===== src/rtl/switch_debouncer.sv =====
// Switch debouncer: synchronises raw DIP switch pins into the CPU clock
// domain, debounces each bit against a shared sample tick, and reports
// which debounced bits flipped with a one-cycle change pulse.
//
// Optional feature (macro SWITCH_STICKY_CHANGE_EN): adds a per-bit sticky
// change register (switch_sticky) with a per-bit clear input
// (switch_sticky_clr). A set and a clear in the same cycle leave the bit set.
//
// Parameter constraints: SYNC_STAGES >= 2, TICK_DIV >= 1, STABLE_COUNT >= 1.
module switch_debouncer #(
  parameter int unsigned WIDTH        = 24,
  parameter int unsigned SYNC_STAGES  = 2,
  parameter int unsigned TICK_DIV     = 23000,
  parameter int unsigned STABLE_COUNT = 4
) (
  input  logic             switclk,
  input  logic             switchrst_n,
  input  logic [WIDTH-1:0] switch_raw,
`ifdef SWITCH_STICKY_CHANGE_EN
  input  logic [WIDTH-1:0] switch_sticky_clr,
  output logic [WIDTH-1:0] switch_sticky,
`endif
  output logic [WIDTH-1:0] switch_input,
  output logic             switch_change,
  output logic [WIDTH-1:0] switch_change_mask,
  output logic             sample_tick
);

  // A one-state prescaler still needs a 1-bit counter to stay legal.
  localparam int unsigned PresW = (TICK_DIV > 1) ? $clog2(TICK_DIV) : 1;
  localparam int unsigned CntW  = $clog2(STABLE_COUNT) + 1;

  localparam logic [PresW-1:0] PresMax = PresW'(TICK_DIV - 1);
  localparam logic [CntW-1:0]  CntMax  = CntW'(STABLE_COUNT - 1);

  logic [WIDTH-1:0] sync_q [SYNC_STAGES];
  logic [WIDTH-1:0] sync;

  logic [PresW-1:0] presc_q, presc_d;
  logic             tick_q, tick_d;

  logic [CntW-1:0]  cnt_q [WIDTH];
  logic [CntW-1:0]  cnt_d [WIDTH];

  logic [WIDTH-1:0] in_q, in_d;
  logic [WIDTH-1:0] mask_q, mask_d;
  logic             change_q, change_d;

  // Synchroniser chain: raw pins only ever land on the first stage.
  always_ff @(posedge switclk or negedge switchrst_n) begin
    if (!switchrst_n) begin
      for (int s = 0; s < SYNC_STAGES; s++) begin
        sync_q[s] <= '0;
      end
    end else begin
      sync_q[0] <= switch_raw;
      for (int s = 1; s < SYNC_STAGES; s++) begin
        sync_q[s] <= sync_q[s-1];
      end
    end
  end

  assign sync = sync_q[SYNC_STAGES-1];

  // Prescaler next state: wrap at TICK_DIV-1, raise the tick the cycle after.
  always_comb begin
    presc_d = presc_q + PresW'(1);
    tick_d  = 1'b0;
    if (presc_q == PresMax) begin
      presc_d = '0;
      tick_d  = 1'b1;
    end
  end

  // Prescaler and tick registers.
  always_ff @(posedge switclk or negedge switchrst_n) begin
    if (!switchrst_n) begin
      presc_q <= '0;
      tick_q  <= 1'b0;
    end else begin
      presc_q <= presc_d;
      tick_q  <= tick_d;
    end
  end

  // Per-bit debounce: count consecutive ticks where sync disagrees with the
  // accepted level; any agreeing tick restarts the count.
  always_comb begin
    cnt_d  = cnt_q;
    in_d   = in_q;
    mask_d = '0;
    if (tick_q) begin
      for (int i = 0; i < WIDTH; i++) begin
        if (sync[i] == in_q[i]) begin
          cnt_d[i] = '0;
        end else if (cnt_q[i] == CntMax) begin
          cnt_d[i]  = '0;
          in_d[i]   = sync[i];
          mask_d[i] = 1'b1;
        end else begin
          cnt_d[i] = cnt_q[i] + CntW'(1);
        end
      end
    end
    change_d = |mask_d;
  end

  // Debounce state and change pulse registers; pulse aligns with the update.
  always_ff @(posedge switclk or negedge switchrst_n) begin
    if (!switchrst_n) begin
      for (int i = 0; i < WIDTH; i++) begin
        cnt_q[i] <= '0;
      end
      in_q     <= '0;
      mask_q   <= '0;
      change_q <= 1'b0;
    end else begin
      cnt_q    <= cnt_d;
      in_q     <= in_d;
      mask_q   <= mask_d;
      change_q <= change_d;
    end
  end

`ifdef SWITCH_STICKY_CHANGE_EN
  logic [WIDTH-1:0] sticky_q, sticky_d;

  // Sticky next state: a flip in the same cycle as a clear must not be lost.
  always_comb begin
    sticky_d = (sticky_q & ~switch_sticky_clr) | mask_d;
  end

  // Sticky change register.
  always_ff @(posedge switclk or negedge switchrst_n) begin
    if (!switchrst_n) begin
      sticky_q <= '0;
    end else begin
      sticky_q <= sticky_d;
    end
  end

  assign switch_sticky = sticky_q;
`endif

  assign switch_input       = in_q;
  assign switch_change      = change_q;
  assign switch_change_mask = mask_q;
  assign sample_tick        = tick_q;

endmodule


===== config.mk =====
export PLATFORM = sky130hd
export DESIGN_NAME = switch_debouncer
export DESIGN_NICKNAME = d
export VERILOG_FILES = /design/src/rtl/switch_debouncer.sv
export SDC_FILE = /design/constraint.sdc
export NUM_CORES = 1
export LEC_CHECK = 0
export BUFFER_PORTS_ARGS = -buffer_cell sky130_fd_sc_hd__buf_2
export CORE_MARGIN = 4
export CORE_UTILIZATION = 58
export CTS_CLUSTER_SIZE = 14
export DETAILED_ROUTE_END_ITERATION = 8
export PLACE_DENSITY = 0.77
export SLEW_MARGIN = 5
export SYNTH_ARGS = -nofsm -noshare
export SYNTH_HDL_FRONTEND = slang
export SYNTH_SLANG_ARGS = --single-unit

===== constraint.sdc =====
create_clock -name switclk -period 2.22 [get_ports switclk]
set_clock_uncertainty 0.15 [all_clocks]
set_input_delay 0.555 -clock switclk [delete_from_list [all_inputs] [get_ports switclk]]
set_output_delay 0.555 -clock switclk [all_outputs]
set_load 0.05 [all_outputs]

# --- Yosys cells after proc, flatten, opt, wreduce, memory -nomap -nowiden ---
# Cells that the tools add are included.
word_totals:
  reg_bits: 185
  in_bits: 26
  out_inout_bits: 50
  wordCells: 276
op_classes:
  n_addsub: 25
  n_eq_ne: 49
  n_mux: 99
  bitwise_logic: 24
  reduce_logical: 25
ops:
  columns: ["op", "count"]
  rows:
  - ["2-to-1 mux 3 bit", 48]
  - ["adder 3 x 1 -> 3 bit, second input constant", 24]
  - ["== test 3 x 2 -> 1 bit, second input constant", 24]
  - ["AND reduction 3 bit", 24]
  - ["2-to-1 mux 1 bit", 49]
  - ["== test 1 bit", 24]
  - ["2-to-1 mux 24 bit", 1]
  - ["inverter 1 bit", 24]
  - ["OR reduction 24 bit", 1]
  - ["adder 15 x 1 -> 15 bit, second input constant", 1]
  - ["== test 15 bit, second input constant", 1]
  - ["2-to-1 mux 15 bit", 1]

# --- Depth between registers and ports, before layout ---
# Gate-level depths: netlist of run 1.
logic_depth:
  ltp_word: 5
  ltp_mapped: 6
  mapped_depth_nobuf: 5

# --- Worst setup path after synthesis of run 1 ---
# Ideal clock, no wire load.
synth_path:
  kind: "register to register"
  from: "register tick_q (netlist: sample_tick)"
  to: "register cnt_q[12] (netlist name)"
  setup_time_ps: 125
  arrival_ps: 1604
  required_ps: 1945
  setup_slack_ps: 341
  path_stages_with_launch: 5
  path_buffers: 3
  synth_period_minus_slack_ps: 1879
  cell_sequence: "dfrtp_1 > buf_2 > buf_2 > buf_2 > mux2_2"
synth_rtl:
  columns: ["item", "line_no", "text"]
  rows:
  - ["from (decl)", "40", "logic tick_q, tick_d;"]
  - ["from (signal assigned)", "82", "tick_q <= tick_d;"]
  - ["to (signal assigned)", "118", "cnt_q <= cnt_d;"]
  - ["to (decl)", "42", "logic [CntW-1:0] cnt_q [WIDTH];"]
# No word-level cell between the ends.

# --- Worst setup path in the final report of run 1 ---
layout_path:
  from: "register tick_q (netlist: sample_tick)"
  to: "output sample_tick"
layout_rtl:
  columns: ["item", "line_no", "text"]
  rows:
  - ["to (decl)", "26", "output logic sample_tick"]
# No word-level cell between the ends.

==> results.cfg, run 1 <==
[drt]
drc = 0
wl_um = 13000
vias_per_cell = 5.31
drt_iter0_markers = 321
detail-route-antenna-nets = 0
vias = 4555
wire_per_inst_um = 15.1
dr.pass1.iters = 4

[critical_path]
start_kind = flip-flop
required_ns = 1.51
crit_path_max_fanout = 35
max_stage_delay_ns = 0.53
slowest_stage = dfrtp_4
worstPathArrival_ns = 1.44
path_class = reg -> out
crit_chain = buf_12, clkbuf_4
worst_setup_path_end_kind = primary output
path_buf_inv = 2
crit_family = flip-flops

[sta]
tns_ns = 0
maxSlewViolCount = 0
period_share_pct = 96.6
tightest_slew_ns = 0.473
setup_violations = 0
max-slew-margin-rel_pct = 68.3
rsz0062_at_grt = false
finalWorstSetupSlack_ns = 0.0759
worst_hold_slack_ns = 0.0882
period_needed_ns = 2.14
hold_viol = 0
max_freq_ghz = 0.466

[clock_tree]
cts_setup_buffers = 0
clkSinkCount = 185
clock_path_buffers = 2
htreeDepth = 4
tritoncts = yes
cts_buffers = 17
insertion_delay_ns = 0.42
clockRootBuffer = clkbuf_16
path_clk_slew_ns = 0.06

[logic_synthesis]
syn_inst = 584
synth_top_area_cell = dfrtp_1
syn_area_per_cell_um2 = 12.6
ys_ff_latch = 185
seq_area_frac_synth_pct = 63.0
netlist-cell-type-count = 35
netlist.area_leader.share_pct = 63.0
yosys_warnings = 0
syn_area_mm2 = 0.00735
synth_nets = 635
synth_area_leaders = dfrtp_1 63%, mux2_2 7.4%, ha_1 4.3%

[floorplanning]
dieWidth_um = 121
core_area_mm2 = 0.0122
die_area_mm2 = 0.0145
initial_core_util_pct = 60.2
num_rows = 40
die_y_um = 121
ios = 76

[pwr]
irDropWorstVdd_mv = 0.721
p_leak_nw = 4.37
p_per_area_mw_per_mm2 = 757

[finish]
final_nets = 730
antenna_cells = 0
multiInputGateArea_mm2 = 0.00249
drive_gt1_share_pct = 25.1
fillCellCount = 868
area_growth_syn_to_layout_pct = 17.4
seqCellArea_mm2 = 0.00463

[global_routing]
antenna_found_initial = 0
grt_pass1_vias = 4879
gr-total-overflow = 0
globalRouteTotalUtil_pct = 19.7
grt_max_degree = 46
grt_pass1_wl_um = 22600

[hold_path]
hp-class = in -> reg

[flow_run]
cap_viol_max_count = 0

[place]
gp_congestion = 0.772
hpwl_um = 9050
io_buffers = 75
post-place-ws_ns = 0.195

[run_status]
status = complete, no violations
==> area by class of cell <==
type	instances	share of cell area, %
Inverter	43	1.87
Sequential cell	185	53.7
Timing Repair Buffer	90	6.51
Clock inverter	8	1.12
Multi-Input combinational cell	342	28.9
Clock buffer	22	5.50
Tap cell	168	2.44
==> per-layer routing <==
layer	global-route usage [%]	vias to the layer above	share of wire, %
li1	-	2182	-
met1	23.4	2275	41
met2	34.5	83	53
met3	5.80	15	4.5
met4	6.52	0	1.5
met5	0	-	0
==> per-stage QoR <==
stage	total power, W	instances	util (%)	cell area (um^2)
floorplan	0.00355	584	-	7350
global placement	0.00366	827	65.9	8050
detailed placement	0.00367	827	65.9	8050
CTS	0.00658	858	70.6	8630
global route	0.00677	858	70.7	8630
finish	0.00653	858	70.7	8630
==> where the power goes <==
group          total, W  switching, W  internal [W]  leakage, nW
clock network   0.00292       0.00120       0.00173        0.282
registers       0.00344     0.0000229       0.00342         2.46
logic          0.000168      0.000109     0.0000591         1.63
==> sequential cells by signal, indices dropped and copies added (netlist names) <==
| register | flops |
|---|---|
| sync_q | 24 |
| sync | 24 |
| switch_input | 24 |
| switch_change | 1 |
| sample_tick | 1 |
| cnt_q | 72 |
| presc_q | 15 |
| switch_change_mask | 24 |
==> logic make-up after synthesis <==
kind of cell,synth area share [%]
mux,7.36
xor+xnor,4.05
buf+inv,3.08
simple gates,11.2
flops,63.0
compound gates,7.03
fa+ha+maj,4.26
==> layout by cell type (no fill, tap or decap), drive strengths merged, types with 3 or more instances in the layout <==
| master | instances |
|---|---|
| nor2b | 6 |
| nor4 | 4 |
| a21oi | 3 |
| clkbuf | 23 |
| xnor2 | 20 |
| ha | 25 |
| and4b | 8 |
| nand2 | 38 |
| a21boi | 8 |
| dfrtp | 185 |
| nand3 | 4 |
| mux2 | 48 |
| or3 | 3 |
| nor3 | 8 |
| nand3b | 16 |
| nand4 | 4 |
| a21o | 11 |
| and2 | 11 |
| o22ai | 32 |
| buf | 88 |
| xor2 | 14 |
| inv | 43 |
| clkinv | 5 |
| o21a | 5 |
| nor2 | 46 |
| o21ai | 22 |
==> timing repair <==
action                                  CTS  global route
resized for setup                         0             1
hold buffers                              1             0
endpoints found under the setup margin    0             1
endpoints found under the hold margin    40             0
==> synthesized netlist by cell type <==
| cell type | instances |
|---|---|
| a21boi_0 | 8 |
| nor2b_1 | 6 |
| o21ai_0 | 22 |
| o21a_1 | 5 |
| mux2_2 | 48 |
| buf_4 | 1 |
| nor4_1 | 4 |
| or2_4 | 1 |
| nand4_1 | 4 |
| inv_1 | 43 |
| nand3_2 | 1 |
| clkbuf_1 | 2 |
| ha_1 | 25 |
| and4b_1 | 8 |
| and4_4 | 1 |
| buf_1 | 4 |
| and2_1 | 11 |
| and4_1 | 1 |
| nor2_1 | 46 |
| xor2_1 | 14 |
| nand3b_1 | 16 |
| o22ai_1 | 32 |
| nand3_1 | 2 |
| or3_1 | 3 |
| buf_2 | 7 |
| nand3_4 | 1 |
| nor4b_1 | 1 |
| nor3_1 | 8 |
| a21oi_2 | 3 |
| or2b_1 | 1 |
| nor4bb_1 | 1 |
| dfrtp_1 | 185 |
| xnor2_1 | 20 |
| a21o_1 | 11 |
| nand2_1 | 38 |
==> worst paths after layout <==
kind,startpoint,end,slack [ns],cells past startpoint
max,sample_tick$_DFF_PN0_,sample_tick,0.08,2
min,switch_raw[6],sync_q[30]$_DFF_PN0_,0.09,1
max reg2reg,sample_tick$_DFF_PN0_,switch_change$_DFF_PN0_,0.20,4
min reg2reg,sync_q[30]$_DFF_PN0_,sync[6]$_DFF_PN0_,0.20,0
max in group asynchronous,switchrst_n,sync_q[43]$_DFF_PN0_,0.76,3
min in group asynchronous,switchrst_n,sync_q[34]$_DFF_PN0_,0.48,2
Note: power is estimated with default switching activity, not from simulation.
==> inputs of run 2 (changes only) <==
- ABC_AREA: default -> 1
- PLACE_DENSITY: 0.77 -> 0.76
==> run 2 against run 1 <==
Compared with the run above: combinational power shrank 8%; die area grew 4.1%; highest routed layer unchanged; clock-buffer cell count shrank 3; area after synthesis grew 4.4%; largest power group unchanged; sequential cell count is the same; critical path type unchanged; hold slack lost 0.0046 ns; critical endpoint unchanged; cell area grew 3.8%; critical path depth shrank 1.
==> results.cfg, run 2 <==
[run_status]
status = complete, no violations

[pwr]
p_leak_nw = 4.98
p_per_area_mw_per_mm2 = 751
irDropWorstVdd_mv = 0.664

[sta]
max_freq_ghz = 0.492
tns_ns = 0
hold_viol = 0
worst_hold_slack_ns = 0.0836
setup_violations = 0
period_share_pct = 91.5
maxSlewViolCount = 0
tightest_slew_ns = 0.462
rsz0062_at_grt = false
period_needed_ns = 2.03
max-slew-margin-rel_pct = 69.2

[finish]
drive_gt1_share_pct = 14.9
most-common-layout-cells = 211 x nand2_1, 184 x dfrtp_1, 171 x inv_1
layout_commonest_cell = nand2_1
fillCellCount = 938
regMostFlops = cnt_q
post-route-util_pct = 70.1
final_nets = 967
largest_register_ffs = 72
area_growth_syn_to_layout_pct = 16.8
antenna_cells = 0

[logic_synthesis]
yosys.area_share.simple_pct = 17.4
synth_edf_count = 0
yosys_warnings = 0
ys_ff_latch = 185
synth_nets = 875
syn_inst = 824
synth_commonest_cells = 211 x nand2_1, 185 x dfrtp_1, 171 x inv_1, 43 x nor2_1, 41 x o22ai_1
synthFlopType = dfrtp_1
synth_top_area_cell = dfrtp_1
netlist-cell-type-count = 29
synth_compound_area_share_pct = 8.21
synth_area_leaders = dfrtp_1 60%, nand2_1 10%, inv_1 8.4%
netlist.area_leader.share_pct = 60.4
syn_area_mm2 = 0.00767
synth_fa_ha_area_share_pct = 4.08
syn_area_per_cell_um2 = 9.31
yosys-mux-area-fraction_pct = 0
synth_xor_xnor_area_share_pct = 0.457
ys_async_sr_fraction_pct = 100
seq_area_frac_synth_pct = 60.4
synth_top_family_by_area = simple AND/OR/NAND/NOR gates
synth.most_common_cell = nand2_1

[clock_tree]
htreeDepth = 4
cts.repair.resized = 0
path_clk_slew_ns = 0.06
cts_buffers = 17
clkSinkCount = 185
insertion_delay_ns = 0.42
tritoncts = yes
clock_path_buffers = 2
clockRootBuffer = clkbuf_16

[critical_path]
crit_family = flip-flops
regToRegSetupSlack_ns = 0.50
crit_path_max_fanout = 24
slowest_stage = dfrtp_4
worstPathArrival_ns = 1.33
start_kind = flip-flop
reg2reg_from = sample_tick$_DFF_PN0_
r2r-end = switch_change$_DFF_PN0_
r2r_cells = 7
required_ns = 1.51
crit_chain = buf_2
path_class = reg -> out
path_buf_inv = 1
worst_setup_path_end_kind = primary output
max_stage_delay_ns = 0.58

[drt]
wire_per_inst_um = 12.5
drt_iter0_markers = 373
vias = 5424
dr.pass1.iters = 5
drc = 0
wl_um = 13800
vias_per_cell = 4.93
detail-route-antenna-nets = 0

[floorplanning]
core_area_mm2 = 0.0128
ios = 76
initial_core_util_pct = 60.0
die_area_mm2 = 0.0151
num_rows = 41
dieWidth_um = 123
die_y_um = 123

[place]
hpwl_um = 9600
gp_congestion = 0.832
io_buffers = 75

[hold_path]
min_path_cells = 1
hp-class = in -> reg
hold_end = sync_q[42]$_DFF_PN0_
min_from = switch_raw[18]

[global_routing]
antenna_found_initial = 0
grt_pass1_wl_um = 24100
grt_max_degree = 55
gr-total-overflow = 0
globalRouteTotalUtil_pct = 20.4
grt_pass1_vias = 5343

[flow_run]
cap_viol_max_count = 0
## run 2: per-stage QoR
step	area [um^2]	power [W]	setup WS, ns	instances
2_1_floorplan	7670	0.00354	0.571	824
3_3_place_gp	8330	0.00365	0.544	1068
3_5_place_dp	8330	0.00366	0.527	1068
4_1_cts	8960	0.00678	0.179	1101
5_1_grt	8960	0.00697	0.122	1101
6_report	8960	0.00672	0.189	1101
## run 2: kinds of logic (layout without fill, tap and decap cells)
logic type | Yosys count | after routing
compound gates | 105 | 105
xor+xnor | 4 | 4
fa+ha+maj | 25 | 25
buf+inv | 191 | 296
flops | 185 | 185
simple gates | 314 | 314
## run 2: area by class of cell
class	instances	area, um^2	share of cell area [%]
Inverter	177	666	7.43
Clock inverter	13	176	1.97
Clock buffer	19	443	4.95
Multi-Input combinational cell	448	2310	25.8
Tap cell	172	215	2.40
Sequential cell	185	4630	51.7
Timing Repair Buffer	87	514	5.74
## run 2: report_power, final
group | internal (W) | switching, W
Clock | 0.00190 | 0.00123
Combinational | 0.0000470 | 0.000108
Sequential | 0.00342 | 0.0000198
Total | 0.00537 | 0.00136
## run 2: worst max path at each step
stage,to,cells past startpoint,start,slack (ns)
2_1_floorplan,switch_change$_DFF_PN0_,8,sample_tick$_DFF_PN0_,0.57
3_3_place_gp,switch_change$_DFF_PN0_,7,sample_tick$_DFF_PN0_,0.54
3_5_place_dp,switch_change$_DFF_PN0_,7,sample_tick$_DFF_PN0_,0.53
4_1_cts,sample_tick,1,sample_tick$_DFF_PN0_,0.18
5_1_grt,sample_tick,1,sample_tick$_DFF_PN0_,0.12
6_report,sample_tick,1,sample_tick$_DFF_PN0_,0.19
## run 2: timing repair
action / 4_1_cts / 5_1_grt
buffers inserted: 0 / 0
hold buffers: 1 / 0
hold endpoints to repair: 48 / 0
## run 2: worst register-to-register path, cell delays in order (launching register included)
cell and delay [ns]:
dfrtp_4 0.59, buf_12 0.23, nand3_1 0.18, nand2_1 0.09, nor2_1 0.15, nand2_1 0.07, nor2_1 0.10, nand2_1 0.06
## run 2: per-layer routing
layer / GRT usage, % / part of all wire (%) / vias up
met1: 26.6 / 46 / 2584
li1: - / - / 2728
met2: 33.0 / 49 / 97
met4: 7.13 / 1.4 / 0
met5: 0 / 0 / -
met3: 5.72 / 4.3 / 15
==> inputs of run 3 (changes only) <==
==> constraint.sdc (replaced) <==
create_clock -name switclk -period 2.22 [get_ports switclk]
set_clock_uncertainty 0.15 [all_clocks]
set_input_delay 0.666 -clock switclk [delete_from_list [all_inputs] [get_ports switclk]]
set_output_delay 0.666 -clock switclk [all_outputs]
set_load 0.05 [all_outputs]
==> run 3 against run 2 <==
Compared with the run above: clock-buffer cell count up 6; critical path depth is the same; sequential power barely moved; sequential share of layout area increased by 0.10 points; hold slack worse by 0.042 ns; sequential cell count is the same; largest cell class unchanged; highest routed layer unchanged.
==> results.cfg, run 3 (synthesis gave the netlist of run 2 again) <==
[run_status]
status = complete, no violations

[clock_tree]
path_clk_slew_ns = 0.07
clockRootBuffer = clkbuf_16
cts_buffers = 17
ctsHoldBuffers = 0
htreeDepth = 4
clock_path_buffers = 2
insertion_delay_ns = 0.43
clkSinkCount = 185
tritoncts = yes

[floorplanning]
ios = 76
initial_core_util_pct = 60.0
num_rows = 41
die_area_mm2 = 0.0151
die_y_um = 123
core_area_mm2 = 0.0128
dieWidth_um = 123

[place]
post-place-ws_ns = 0.482
gp_congestion = 0.794
place_inst = 1067
hpwl_um = 9380
io_buffers = 75

[critical_path]
crit_path_max_fanout = 14
worst_setup_path_end_kind = primary output
max_stage_delay_ns = 0.56
required_ns = 1.40
start_kind = flip-flop
path_buf_inv = 1
worstPathArrival_ns = 1.28
crit_family = flip-flops
crit_chain = clkbuf_4
path_class = reg -> out
slowest_stage = dfrtp_4

[finish]
final_nets = 966
antenna_cells = 0
drive_gt1_share_pct = 14.5
area_growth_syn_to_layout_pct = 16.5
most-common-layout-cells = 211 x nand2_1, 184 x dfrtp_1, 171 x inv_1
fillCellCount = 936
post-route-util_pct = 70.0
seqCellArea_mm2 = 0.00463
regMostFlops = cnt_q
layout_commonest_cell = nand2_1
instances_no_fill = 1100
multiInputGateArea_mm2 = 0.00231
largest_register_ffs = 72

[global_routing]
grt_max_degree = 52
antenna_found_initial = 0
gr-total-overflow = 0
globalRouteTotalUtil_pct = 19.8
grt_pass1_vias = 5044
grt_pass1_wl_um = 23100

[sta]
setup_violations = 0
maxSlewViolCount = 0
period_share_pct = 94.3
tightest_slew_ns = 0.436
rsz0062_at_grt = false
tns_ns = 0
max_freq_ghz = 0.478
hold_viol = 0
finalWorstSetupSlack_ns = 0.127
max-slew-margin-rel_pct = 70.9
period_needed_ns = 2.09
worst_hold_slack_ns = 0.0414

[pwr]
p_leak_nw = 4.98
p_per_area_mw_per_mm2 = 734
irDropWorstVdd_mv = 0.599

[drt]
drt_iter0_markers = 291
drc = 0
vias = 5289
wire_per_inst_um = 12.4
vias_per_cell = 4.81
dr.pass1.iters = 6
wl_um = 13700
detail-route-antenna-nets = 0

[hold_path]
hp-class = in -> async

[flow_run]
cap_viol_max_count = 0
run 3: metal layers:
layer  vias up  track usage, %  wire length [um]
met1      2463            26.8              6480
met5         -               0                 0
met3        12            6.59               687
met2        84            30.5              6330
met4         0            6.37               170
li1       2730               -                 -
run 3: where the power goes:
group	switching [W]	internal (W)	total (W)
clock network	0.00120	0.00177	0.00297
registers	0.0000185	0.00342	0.00343
logic	0.000107	0.0000461	0.000153
total	0.00132	0.00524	0.00656
run 3: worst register-to-register path, cell delays in order (launching register included):
cell	delay (ns)
dfrtp_4	0.58
buf_4	0.24
nand3_1	0.17
nand2_1	0.07
nor2_1	0.12
nand2_1	0.10
nor2_1	0.11
nand2_1	0.05
run 3: worst paths after layout:
path / from / end / slack (ns) / cells after the start
max in group asynchronous: switchrst_n / cnt_q[17]$_DFFE_PN0P_ / 1.28 / 2
min reg2reg: sync_q[27]$_DFF_PN0_ / sync[3]$_DFF_PN0_ / 0.20 / 0
max reg2reg: sample_tick$_DFF_PN0_ / switch_change$_DFF_PN0_ / 0.52 / 7
max: sample_tick$_DFF_PN0_ / sample_tick / 0.13 / 1
min in group switclk: switch_raw[17] / sync_q[41]$_DFF_PN0_ / 0.19 / 1
min: switchrst_n / sync[7]$_DFF_PN0_ / 0.04 / 1
run 3: timing repair:
action / in CTS / in global routing
setup buffers: 0 / 1
setup endpoints to repair: 0 / 1
resized for setup: 0 / 1
run 3: through the flow:
stage          power [W]  area, um^2
2_1_floorplan    0.00354        7670
3_3_place_gp     0.00365        8340
3_5_place_dp     0.00366        8340
4_1_cts          0.00663        8930
5_1_grt          0.00680        8940
6_report         0.00656        8940
run 3: layout make-up:
type	instances	area share, %
Inverter	177	7.45
Clock buffer	25	5.54
Timing Repair Buffer	86	5.95
Sequential cell	185	51.8
Multi-Input combinational cell	448	25.8
Clock inverter	7	0.994
Tap cell	172	2.41
